[config.mk]
export PLATFORM = sky130hd
export DESIGN_NAME = io_port
export DESIGN_NICKNAME = d
export VERILOG_FILES = /design/src/rtl/io_port_pkg.sv /design/src/rtl/io_fifo.sv /design/src/rtl/io_port.sv
export SDC_FILE = /design/constraint.sdc
export NUM_CORES = 1
export LEC_CHECK = 0
export CAP_MARGIN = 20
export CORE_MARGIN = 4
export CORE_UTILIZATION = 39
export DETAILED_ROUTE_END_ITERATION = 10
export PLACE_DENSITY = 0.63
export SKIP_CTS_REPAIR_TIMING = 1
export SLEW_MARGIN = 20
export SYNTH_ARGS = -nofsm -noshare
export SYNTH_HDL_FRONTEND = slang
export SYNTH_HIERARCHICAL = 1
export SYNTH_SLANG_ARGS = --single-unit
export TNS_END_PERCENT = 20
[constraint.sdc]
create_clock -name clk -period 2.7 [get_ports clk]
set_clock_uncertainty 0.05 [all_clocks]
set_input_delay 0.405 -clock clk [delete_from_list [all_inputs] [get_ports clk]]
set_output_delay 0.405 -clock clk [all_outputs]
set_load 0.005 [all_outputs]
[src/rtl/io_port_pkg.sv]
// Shared CPU package: I/O register addresses and STATUS bit positions.
package io_port_pkg;

  localparam int unsigned IO_W = 16;

  localparam logic [1:0] IO_DATA = 2'd0;
  localparam logic [1:0] IO_STAT = 2'd1;
  localparam logic [1:0] IO_CTRL = 2'd2;

  localparam int unsigned ST_TX_EMPTY = 0;
  localparam int unsigned ST_TX_FULL  = 1;
  localparam int unsigned ST_RX_EMPTY = 2;
  localparam int unsigned ST_RX_FULL  = 3;
  localparam int unsigned ST_TX_OVF   = 4;
  localparam int unsigned ST_RX_UNF   = 5;

endpackage

[src/rtl/io_fifo.sv]
// Synchronous FIFO with flush; a push into a full FIFO is accepted when a pop
// happens on the same edge.
module io_fifo #(
  parameter int unsigned DEPTH = 4,
  parameter int unsigned WIDTH = 16
) (
  input  logic             clk,
  input  logic             rst_n,
  input  logic             push,
  input  logic             pop,
  input  logic             flush,
  input  logic [WIDTH-1:0] din,
  output logic [WIDTH-1:0] dout,
  output logic             full,
  output logic             empty
);

  localparam int unsigned PW = $clog2(DEPTH);
  localparam int unsigned CW = PW + 1;

  logic [WIDTH-1:0] mem_q [DEPTH];
  logic [PW-1:0]    wr_ptr_q, rd_ptr_q;
  logic [CW-1:0]    count_q;
  logic             do_push, do_pop;

  assign full    = (count_q == CW'(DEPTH));
  assign empty   = (count_q == '0);
  assign dout    = mem_q[rd_ptr_q];
  assign do_pop  = pop && !empty;
  assign do_push = push && (!full || do_pop);

  always_ff @(posedge clk or negedge rst_n) begin
    if (!rst_n) begin
      for (int i = 0; i < int'(DEPTH); i++) mem_q[i] <= '0;
      wr_ptr_q <= '0;
      rd_ptr_q <= '0;
      count_q  <= '0;
    end else if (flush) begin
      wr_ptr_q <= '0;
      rd_ptr_q <= '0;
      count_q  <= '0;
    end else begin
      if (do_push) begin
        mem_q[wr_ptr_q] <= din;
        wr_ptr_q        <= wr_ptr_q + 1'b1;
      end
      if (do_pop) rd_ptr_q <= rd_ptr_q + 1'b1;
      count_q <= count_q + CW'(do_push) - CW'(do_pop);
    end
  end

endmodule

[src/rtl/io_port.sv]
// Memory-mapped I/O responder: bus decode, sticky error flags and read mux
// around a TX and an RX FIFO.
module io_port
  import io_port_pkg::*;
#(
  parameter int unsigned DEPTH = 4
) (
  input  logic            clk,
  input  logic            rst_n,
  input  logic [15:0]     addr_in,
  input  logic [15:0]     data_in,
  input  logic            iom_in,
  input  logic            wen_in,
  output logic [15:0]     data_out,
  output logic [15:0]     tx_data_out,
  output logic            tx_valid_out,
  input  logic            tx_ready_in,
  input  logic [15:0]     rx_data_in,
  input  logic            rx_valid_in,
  output logic            rx_ready_out
);

  logic        io_wr, io_rd;
  logic        tx_push, tx_flush, tx_full, tx_empty;
  logic        rx_push, rx_pop, rx_flush, rx_full, rx_empty;
  logic [15:0] rx_head;
  logic        tx_ovf_q, tx_ovf_d, rx_unf_q, rx_unf_d;
  logic        stat_rd;
  logic        unused_addr;

  assign unused_addr = ^addr_in[15:2];

  assign io_wr    = iom_in && !wen_in;
  assign io_rd    = iom_in && wen_in;
  assign tx_push  = io_wr && (addr_in[1:0] == IO_DATA);
  assign tx_flush = io_wr && (addr_in[1:0] == IO_CTRL) && data_in[0];
  assign rx_flush = io_wr && (addr_in[1:0] == IO_CTRL) && data_in[1];
  assign rx_pop   = io_rd && (addr_in[1:0] == IO_DATA);
  assign stat_rd  = io_rd && (addr_in[1:0] == IO_STAT);
  assign rx_push  = rx_valid_in && !rx_full;

  assign tx_valid_out = !tx_empty;
  assign rx_ready_out = !rx_full;

  io_fifo #(.DEPTH(DEPTH), .WIDTH(IO_W)) u_tx_fifo (
    .clk   (clk),
    .rst_n (rst_n),
    .push  (tx_push),
    .pop   (tx_ready_in),
    .flush (tx_flush),
    .din   (data_in),
    .dout  (tx_data_out),
    .full  (tx_full),
    .empty (tx_empty)
  );

  io_fifo #(.DEPTH(DEPTH), .WIDTH(IO_W)) u_rx_fifo (
    .clk   (clk),
    .rst_n (rst_n),
    .push  (rx_push),
    .pop   (rx_pop),
    .flush (rx_flush),
    .din   (rx_data_in),
    .dout  (rx_head),
    .full  (rx_full),
    .empty (rx_empty)
  );

  // A full TX only overflows when the sink is not draining on the same edge.
  always_comb begin
    tx_ovf_d = tx_ovf_q;
    rx_unf_d = rx_unf_q;
    if (stat_rd) begin
      tx_ovf_d = 1'b0;
      rx_unf_d = 1'b0;
    end
    if (tx_flush) tx_ovf_d = 1'b0;
    else if (tx_push && tx_full && !tx_ready_in) tx_ovf_d = 1'b1;
    if (rx_flush) rx_unf_d = 1'b0;
    else if (rx_pop && rx_empty) rx_unf_d = 1'b1;
  end

  always_ff @(posedge clk or negedge rst_n) begin
    if (!rst_n) begin
      tx_ovf_q <= 1'b0;
      rx_unf_q <= 1'b0;
    end else begin
      tx_ovf_q <= tx_ovf_d;
      rx_unf_q <= rx_unf_d;
    end
  end

  always_comb begin
    data_out = '0;
    if (io_rd) begin
      case (addr_in[1:0])
        IO_DATA: data_out = rx_empty ? 16'h0000 : rx_head;
        IO_STAT: begin
          data_out[ST_TX_EMPTY] = tx_empty;
          data_out[ST_TX_FULL]  = tx_full;
          data_out[ST_RX_EMPTY] = rx_empty;
          data_out[ST_RX_FULL]  = rx_full;
          data_out[ST_TX_OVF]   = tx_ovf_q;
          data_out[ST_RX_UNF]   = rx_unf_q;
        end
        default: data_out = '0;
      endcase
    end
  end

endmodule

Yosys cells after proc, flatten, opt, wreduce, memory -nomap -nowiden
Index checks and enable logic that the tools add are counted.
{ "op_classes": {"n_addsub": 8, "magnitude_cmp": 6, "n_eq_ne": 4, "n_mux": 31, "n_bitwise": 6, "reduce_logical": 37} }
{ "op_table": {"columns": ["cell", "count"], "rows": [
  ["$bwmux 64", 2],
  ["$mux 16", 8],
  ["$bmux 16 s2", 2],
  ["$demux 16 s2", 2],
  ["$logic_and 1x1->1", 18],
  ["$mux 2", 8],
  ["$ge 3x3->1 const B", 4],
  ["$not 2->3", 4],
  ["$pmux 6 s2", 1],
  ["$mux 10", 1],
  ["$add 2x1->2 const B", 4],
  ["$reduce_bool 2->1", 4],
  ["$add 3x1->3", 2],
  ["$eq 3x3->1 const B", 2],
  ["$logic_not 1->1", 6],
  ["$logic_not 3->1", 2],
  ["$lt 3x1->1 const B", 2],
  ["$mux 3", 2],
  ["$reduce_bool 3->1", 2],
  ["$sub 3x1->3", 2],
  ["$mux 1", 5],
  ["$reduce_and 2->1", 2],
  ["$eq 2x1->1 const B", 1],
  ["$eq 2x2->1 const B", 1],
  ["3 further kinds", 5]
]} }
{ "word_totals": {"ff_bits": 144, "elab_cells": 108} }

Depth between registers and ports, before layout
Gate-level depths: netlist (run 1).
{ "depth": {"ltp_word": 8, "depth_mapped": 11} }

Cells and area by module
Netlist (run 1), hierarchy kept.
{ "by_module_without_submodules": {"columns": ["module", "instances", "cells_per_inst", "area_per_inst_um2", "seq_area_each_um2"], "rows": [
  ["io_fifo (u_tx_fifo)", 1, 203, 3260.6, 1776.7],
  ["io_fifo (u_rx_fifo)", 1, 203, 3258.1, 1776.7],
  ["io_port", 1, 38, 297.8, 50.0]
]} }

Least setup slack after synthesis (run 1)
No wires, ideal clock.
{ "synth_timing": {"kind": "input to register", "from": "input port wen_in", "to": "register u_tx_fifo.count_q[2]", "arrival_time_ps": 2491, "required_ps": 2564, "slack_ps": 73, "path_stages": 10, "n_path_buf": 0, "cell_sequence": "nor4b_1 > nand2b_1 > ha_1 > inv_1 > ha_1 > inv_1 > fa_1 > xor2_1 > and2_1 > nor3_1"} }
{ "synth_via": {"elab_chain_len": 7} }
{ "synth_lines": {"columns": ["item", "line_no", "rtl"], "rows": [
  ["start, declared", "io_port.sv:13", "input logic wen_in,"],
  ["$logic_not 1->1 *", "io_port.sv:33", "assign io_wr = iom_in && !wen_in;"],
  ["$logic_and 1x1->1 *", "io_port.sv:33", null],
  ["$logic_and 1x1->1", "io_port.sv:35", "assign tx_push = io_wr && (addr_in[1:0] == IO_DATA);"],
  ["$logic_and 1x1->1", "io_fifo.sv:30", "assign do_push = push && (!full || do_pop);"],
  ["$add 3x1->3", "io_fifo.sv:48", "count_q <= count_q + CW'(do_push) - CW'(do_pop);"],
  ["$sub 3x1->3", "io_fifo.sv:48", null],
  ["$mux 3 *", "io_fifo.sv:38", "end else if (flush) begin"],
  ["end signal, assigned", "io_fifo.sv:48", null],
  ["end, declared", "io_fifo.sv:23", "logic [CW-1:0] count_q;"]
]} }
Every way passes the cells marked *; elsewhere a longest branch is shown, timed or not.
A chain may end at the register's enable or synchronous reset.

Worst setup path in the final report (run 1)
{ "layout_timing": {"from": "input port addr_in[1]", "to": "output port data_out[10]"} }
{ "layout_via": {"elab_chain_len": 3} }
{ "layout_lines": {"columns": ["item", "line_no", "rtl"], "rows": [
  ["start, declared", "io_port.sv:10", "input logic [15:0] addr_in,"],
  ["$logic_not 2->1", "io_port.sv:96", "case (addr_in[1:0])"],
  ["$mux 10", "io_port.sv:96", null],
  ["$mux 16", "io_port.sv:95", "if (io_rd) begin"],
  ["end, declared", "io_port.sv:14", "output logic [15:0] data_out,"]
]} }
Every way passes these cells.

==> summary.txt, run 1 <==
Cells and area
  – Ant diodes: 0
  – Multi-input logic area: 0.00308 mm2
  – Layout Area Growth over Synthesis: 31.0%
  – Commonest non-fill, non-tap cell in the layout: dfrtp_1
  – Register Area: 0.00361 mm2
  – Commonest cells after routing, fill and taps aside: 140 x dfrtp_1, 130 x mux2_2, 55 x clkdlybuf4s50_1
  – Fill count: 1415
  – Final nets: 620
  – Share of layout cells above drive strength 1: 0.451

Global routing
  – Largest net degree at the start of global routing: 57
  – Total gr overflow: 0
  – First-pass GRT wire length: 24500 um
  – GRT Util Overall: 0.158
  – Vias in the first global route: 4619
  – Initial antenna violation count: 0

Yosys
  – Post-Syn Area: 0.00682 mm2
  – Register area share after synthesis: 0.529
  – Synth Flop Type: dfrtp_1
  – Synth cell types: 35
  – Largest family of logic cells by synthesized area: multiplexers
  – Post-synthesis compound-gate area fraction: 0.0173
  – Post-synth EDFFs: 0
  – Yosys reg bits: 144
  – Synth Area in Simple Gates: 0.0659
  – Asr flop ratio synth: 1.00
  – Syn nets: 512
  – Synthesis warning total: 6
  – Synth Area in Adders: 0.0279
  – Syn avg cell area: 15.4 um2
  – Mapped Cells: 444
  – Post-synthesis mux area share: 0.320
  – Synth Area in XOR/XNOR: 0.00514

Flow run
  – Max-cap violations: 0

STA
  – Upper clock frequency limit: 378 MHz
  – RSZ-0062 raised after global routing: yes
  – Final number of hold-violating endpoints: 0
  – Fin worst setup slack: 55.3 ps
  – Max_slew headroom: 0.639
  – Fin crit share: 0.980
  – Worst-Margin Slew: 537 ps
  – # setup viols final: 0
  – Fin. max-slew vios: 0
  – Post-route minimum period: 2640 ps
  – Worst Hold Margin: 451 ps
  – Setup_tns: 0 ps

Pwr
  – Combinational cell fraction of total power: 0.368
  – Switch share: 0.278
  – Flop pwr share: 0.383
  – Clock share of power: 0.249
  – Pwr Density: 1150 mW/mm2
  – Static Leak: 4.06 nW
  – Sw power: 2.85 mW
  – Max IR drop VDD: 0.596 mV
  – Power Internal: 7.40 mW

Status
  – Outcome: completed

Clock tree
  – H-tree levels: 4
  – Cts bufs inserted: 17
  – CTS sink count: 144
  – Clock Path Buffers: 2
  – Worst-Skew Late Latency: 410 ps
  – Clock slew at reported path FFs: 60 ps
  – CTS root buffer: clkbuf_16
  – CTS tree: yes

Drt
  – Drt total wl: 14900 um
  – Vias: 4070
  – DRC: 0
  – Drt pass-1 iters: 4
  – Avg Vias per Cell: 5.15
  – Remaining antenna violation count: 0
  – Iter 0 DRT Violations: 144
  – Wirelength per Cell: 18.9 um

Worst setup path
  – Worst setup endpoint: data_out[10]
  – Worst Path Required: 2250 ps
  – Setup crit end kind: primary output
  – Top delay family on crit path: buffers and inverters
  – Flop-to-flop setup slack: 170 ps
  – Critical path buffers and inverters: 3
  – Crit path cell chain: clkdlybuf4s50_1 > and4bb_2 > buf_6 > and2b_4 > and2_1 > clkdlybuf4s50_1
  – Critical path depth: 6
  – CP max FO: 7
  – Most used cell, CP: clkdlybuf4s50_1
  – Reg2Reg Capture Point: u_rx_fifo/count_q[2]$_DFF_PN0_
  – Crit path from: addr_in[1]
  – R2R Path Start: u_rx_fifo/count_q[1]$_DFF_PN0_
  – Biggest cell delay along the critical path: 500 ps
  – Arr. time, crit path: 2190 ps
  – Setup CP Type: in2out
  – Reg2reg path depth: 11
  – Worst setup SP type: primary input
  – Slowest cell on the critical path: clkdlybuf4s50_1

Die
  – CORE AREA: 0.0172 mm2
  – Die X: 140 um
  – Die Area: 0.0197 mm2
  – Starting density of the core: 0.395
  – Num rows: 48
  – Boundary pin count: 88
  – Die Ht: 140 um

Placement
  – Detailed placement HPWL: 9640 um
  – Count of input and output buffers: 73
  – Pre-CTS setup slack: -411 ps
  – Gp weighted congestion: 0.793

Worst hold path
  – Hold Crit Start: u_tx_fifo/mem_q[25]$_DFFE_PN0P_
  – Hold Crit Class: reg2reg
how the worst min path moves through the flow:
stage	endpoint	cells past startpoint
3_5_place_dp	u_tx_fifo/mem_q[61]$_DFFE_PN0P_	1
2_1_floorplan	rx_unf_q$_DFFE_PN0P_	0
3_3_place_gp	u_tx_fifo/mem_q[45]$_DFFE_PN0P_	1
5_1_grt	u_tx_fifo/mem_q[27]$_DFFE_PN0P_	1
4_1_cts	u_tx_fifo/mem_q[61]$_DFFE_PN0P_	1
6_report	u_tx_fifo/mem_q[25]$_DFFE_PN0P_	1
metrics by stage:
| step | instance area (um2) | power, mW | utilization | cells |
|---|---|---|---|---|
| 3_3_place_gp | 8060 | 7.33 | 0.468 | 748 |
| 5_1_grt | 8930 | 10.9 | 0.518 | 790 |
| 6_report | 8930 | 10.3 | 0.518 | 790 |
| 3_5_place_dp | 8060 | 7.56 | 0.468 | 748 |
| 4_1_cts | 8710 | 10.2 | 0.505 | 780 |
| 2_1_floorplan | 6820 | 6.14 | - | 444 |
state kept, by name, summed over array words and instances (netlist names):
name                count
u_tx_fifo/mem_q        64
rx_unf_q                1
u_rx_fifo/mem_q        64
tx_ovf_q                1
u_rx_fifo/rd_ptr_q      2
u_tx_fifo/rd_ptr_q      2
u_rx_fifo/wr_ptr_q      2
u_tx_fifo/wr_ptr_q      2
u_rx_fifo/count_q       3
u_tx_fifo/count_q       3
Yosys cell counts, types with 2 or more instances:
cell type / instances / area [um2]
clkbuf_1: 6 / 22.5
nand2b_1: 2 / 12.5
a21oi_1: 2 / 10.0
ha_1: 12 / 150
buf_6: 9 / 101
fa_1: 2 / 40.0
xor2_1: 4 / 35.0
or3_1: 2 / 12.5
o31ai_1: 2 / 15.0
inv_1: 15 / 56.3
nor4b_4: 2 / 47.6
dfrtp_1: 144 / 3600
nor3b_1: 2 / 15.0
nor3_1: 4 / 20.0
buf_4: 5 / 37.5
a22o_1: 5 / 43.8
o21ai_0: 3 / 15.0
nor2_1: 12 / 45.0
mux4_2: 32 / 721
mux2_2: 130 / 1460
a31o_2: 2 / 17.5
buf_2: 3 / 15.0
nor3_2: 4 / 40.0
and2_1: 14 / 87.6
nor4bb_1: 7 / 70.1
nand2_1: 8 / 30.0
nor2b_1: 3 / 18.8
cell type report:
cell class | instances | area share
sequential | 144 | 0.404
multi-input combinational | 262 | 0.345
timing repair buffer | 112 | 0.140
clock buffer | 24 | 0.0562
tap | 225 | 0.0315
clock inverter | 8 | 0.0168
inverter | 15 | 0.00630
per-layer routing:
metal / share of wire / vias up / GRT usage
met5: 0 / - / 0
met4: 0.0075 / 0 / 0.0393
met3: 0.043 / 8 / 0.0502
met2: 0.51 / 74 / 0.268
met1: 0.44 / 2147 / 0.198
li1: - / 1841 / -
power by group through the flow:
stage | Combinational [mW] | Clock [mW] | Sequential, mW
final | 3.77 | 2.56 | 3.93
after global placement | 3.50 | 0 | 3.83
after CTS | 3.64 | 2.62 | 3.90
after global routing | 4.11 | 2.71 | 4.07
after detailed placement | 3.63 | 0 | 3.93
after floorplan | 2.53 | 0 | 3.61
cell families after synthesis:
kind of cell             after synthesis
multiplexers                         162
flip-flops                           144
AND/OR/NAND/NOR                       65
buffers and inverters                 39
AO/OA/AOI/OAI                         16
adder cells (fa/ha/maj)               14
XOR/XNOR                               4
(Power assumes the default switching activity.)
==> inputs of run 2 (changes only) <==
CORE_MARGIN = default   (was 4)
==> run 2 against run 1 <==
Combinational power decreased by 1%. Sequential power decreased by 1%. Design area decreased by 1.4%. Worst hold slack improved by 1.1 ps. Fmax increased by 0.64%. Cell count increased by 0.25%. Critical endpoint is now data_out[15]. Highest routed layer unchanged.
==> summary.txt, run 2 (synthesis gave the netlist of run 1 again) <==
Pwr
  – Static Leak: 3.91 nW (was 4.06 nW)
  – Pwr Density: 1120 mW/mm2 (was 1150 mW/mm2)
  – Max IR drop VDD: 0.525 mV (was 0.596 mV)

Placement
  – Detailed placement HPWL: 9280 um (was 9640 um)
  – Gp weighted congestion: 0.728 (was 0.793)
  – Count of input and output buffers: 73 (unchanged)

Global routing
  – Vias in the first global route: 4360 (was 4619)
  – Largest net degree at the start of global routing: 69 (was 57)
  – First-pass GRT wire length: 23300 um (was 24500 um)
  – GRT Util Overall: 0.171 (was 0.158)
  – Initial antenna violation count: 0 (unchanged)
  – Total gr overflow: 0 (unchanged)

Die
  – Die X: 134 um (was 140 um)
  – Starting density of the core: 0.405 (was 0.395)
  – Boundary pin count: 88 (unchanged)
  – Die Area: 0.0180 mm2 (was 0.0197 mm2)
  – Die Ht: 134 um (was 140 um)
  – CORE AREA: 0.0168 mm2 (was 0.0172 mm2)
  – Num rows: 47 (was 48)

Drt
  – Avg Vias per Cell: 5.08 (was 5.15)
  – Remaining antenna violation count: 0 (unchanged)
  – Iter 0 DRT Violations: 112 (was 144)
  – Drt pass-1 iters: 4 (unchanged)
  – Wirelength per Cell: 18.3 um (was 18.9 um)
  – DRC: 0 (unchanged)
  – Vias: 4020 (was 4070)
  – Drt total wl: 14500 um (was 14900 um)

Worst hold path
  – Hold endpoint: u_tx_fifo/mem_q[29]$_DFFE_PN0P_ (was u_tx_fifo/mem_q[25]$_DFFE_PN0P_)
  – Hold Crit Start: u_tx_fifo/mem_q[29]$_DFFE_PN0P_ (was u_tx_fifo/mem_q[25]$_DFFE_PN0P_)
  – Hold Crit Class: reg2reg (unchanged)
  – Worst Hold Depth: 1 (unchanged)

Cells and area
  – Post-layout util: 0.524 (was 0.518)
  – Biggest regs: u_rx_fifo/mem_q (64), u_tx_fifo/mem_q (64) (unchanged)
  – Ant diodes: 0 (unchanged)
  – Fill count: 1448 (was 1415)
  – Commonest cells after routing, fill and taps aside: 140 x dfrtp_1, 130 x mux2_2, 62 x clkdlybuf4s50_1 (was 140 x dfrtp_1, 130 x mux2_2, 55 x clkdlybuf4s50_1)
  – Share of layout cells above drive strength 1: 0.448 (was 0.451)
  – Commonest non-fill, non-tap cell in the layout: dfrtp_1 (unchanged)
  – Layout Area Growth over Synthesis: 29.2% (was 31.0%)
  – Final nets: 627 (was 620)

Clock tree
  – CTS tree: yes (unchanged)
  – CTS root buffer: clkbuf_16 (unchanged)
  – Clock Path Buffers: 2 (unchanged)
  – CTS sink count: 144 (unchanged)
  – H-tree levels: 4 (unchanged)
  – Clock slew at reported path FFs: 60 ps (about the same)
  – Worst-Skew Late Latency: 420 ps (was 410 ps)
  – Cts bufs inserted: 17 (unchanged)

Worst setup path
  – Worst Path Required: 2250 ps (about the same)
  – Worst setup SP type: flip-flop (was primary input)
  – R2R Path Start: u_rx_fifo/count_q[1]$_DFF_PN0_ (unchanged)
  – Reg2reg path depth: 11 (unchanged)
  – Flop-to-flop setup slack: 260 ps (was 170 ps)
  – Arr. time, crit path: 2170 ps (was 2190 ps)
  – Reg2Reg Capture Point: u_rx_fifo/count_q[2]$_DFF_PN0_ (unchanged)
  – Setup CP Type: reg2out (was in2out)
  – Setup crit end kind: primary output (unchanged)
  – CP max FO: 8 (was 7)

Status
  – Outcome: completed (unchanged)

STA
  – Fin. max-slew vios: 0 (unchanged)
  – Fin crit share: 0.973 (was 0.980)
  – Final number of hold-violating endpoints: 0 (unchanged)
  – Post-route minimum period: 2630 ps (was 2640 ps)
  – Worst Hold Margin: 452 ps (was 451 ps)
  – Max_slew headroom: 0.570 (was 0.639)
  – Worst-Margin Slew: 645 ps (was 537 ps)
  – # setup viols final: 0 (unchanged)
  – Upper clock frequency limit: 381 MHz (was 378 MHz)

Flow run
  – Max-cap violations: 0 (unchanged)
run 2: worst max-delay path, cell delays in order (launching register included):
cell,delay (ps)
dfrtp_2,420
buf_12,150
buf_4,110
mux4_2,470
and2_1,160
clkdlybuf4s50_1,440
run 2: worst max-delay path by stage:
stage,slack [ps],from,endpoint,cells past startpoint
5_1_grt,-1,u_rx_fifo/rd_ptr_q[0]$_DFFE_PN0P_,data_out[9],5
3_5_place_dp,-380,addr_in[0],u_rx_fifo/count_q[2]$_DFF_PN0_,12
3_3_place_gp,-260,addr_in[0],u_rx_fifo/count_q[2]$_DFF_PN0_,12
6_report,70,u_rx_fifo/rd_ptr_q[0]$_DFFE_PN0P_,data_out[15],5
4_1_cts,-160,addr_in[0],data_out[1],6
2_1_floorplan,70,wen_in,u_tx_fifo/count_q[2]$_DFF_PN0_,10
run 2: final cells by class:
| type | count | area [um2] | area share |
|---|---|---|---|
| clock buffer | 27 | 523 | 0.0594 |
| clock inverter | 5 | 50.0 | 0.00568 |
| inverter | 15 | 56.3 | 0.00639 |
| multi-input combinational | 262 | 3060 | 0.347 |
| sequential | 144 | 3610 | 0.410 |
| tap | 220 | 275 | 0.0312 |
| timing repair buffer | 119 | 1240 | 0.141 |
run 2: power by group:
part           switching [mW]  leakage [nW]  internal, mW
logic                    1.22          1.84          2.49
registers               0.689          1.78          3.20
clock network           0.847         0.287          1.41
total                    2.76          3.91          7.11
run 2: metal layers:
layer | global-route usage | vias to the layer above | part of all wire
li1 | - | 1856 | -
met1 | 0.213 | 2078 | 0.43
met2 | 0.284 | 74 | 0.52
met3 | 0.0563 | 12 | 0.045
met4 | 0.0468 | 0 | 0.013
met5 | 0 | - | 0
run 2: per-stage QoR:
stage | area [um2] | total power [mW] | setup slack (ps) | TNS, ps | instances
after floorplan | 6820 | 6.14 | 73.0 | 0 | 444
after global placement | 8060 | 7.31 | -261 | -1750 | 747
after detailed placement | 8060 | 7.51 | -376 | -2280 | 747
after CTS | 8630 | 9.81 | -156 | -2050 | 779
after global routing | 8810 | 10.5 | -1.12 | -1.12 | 792
final | 8810 | 9.87 | 72.0 | 0 | 792
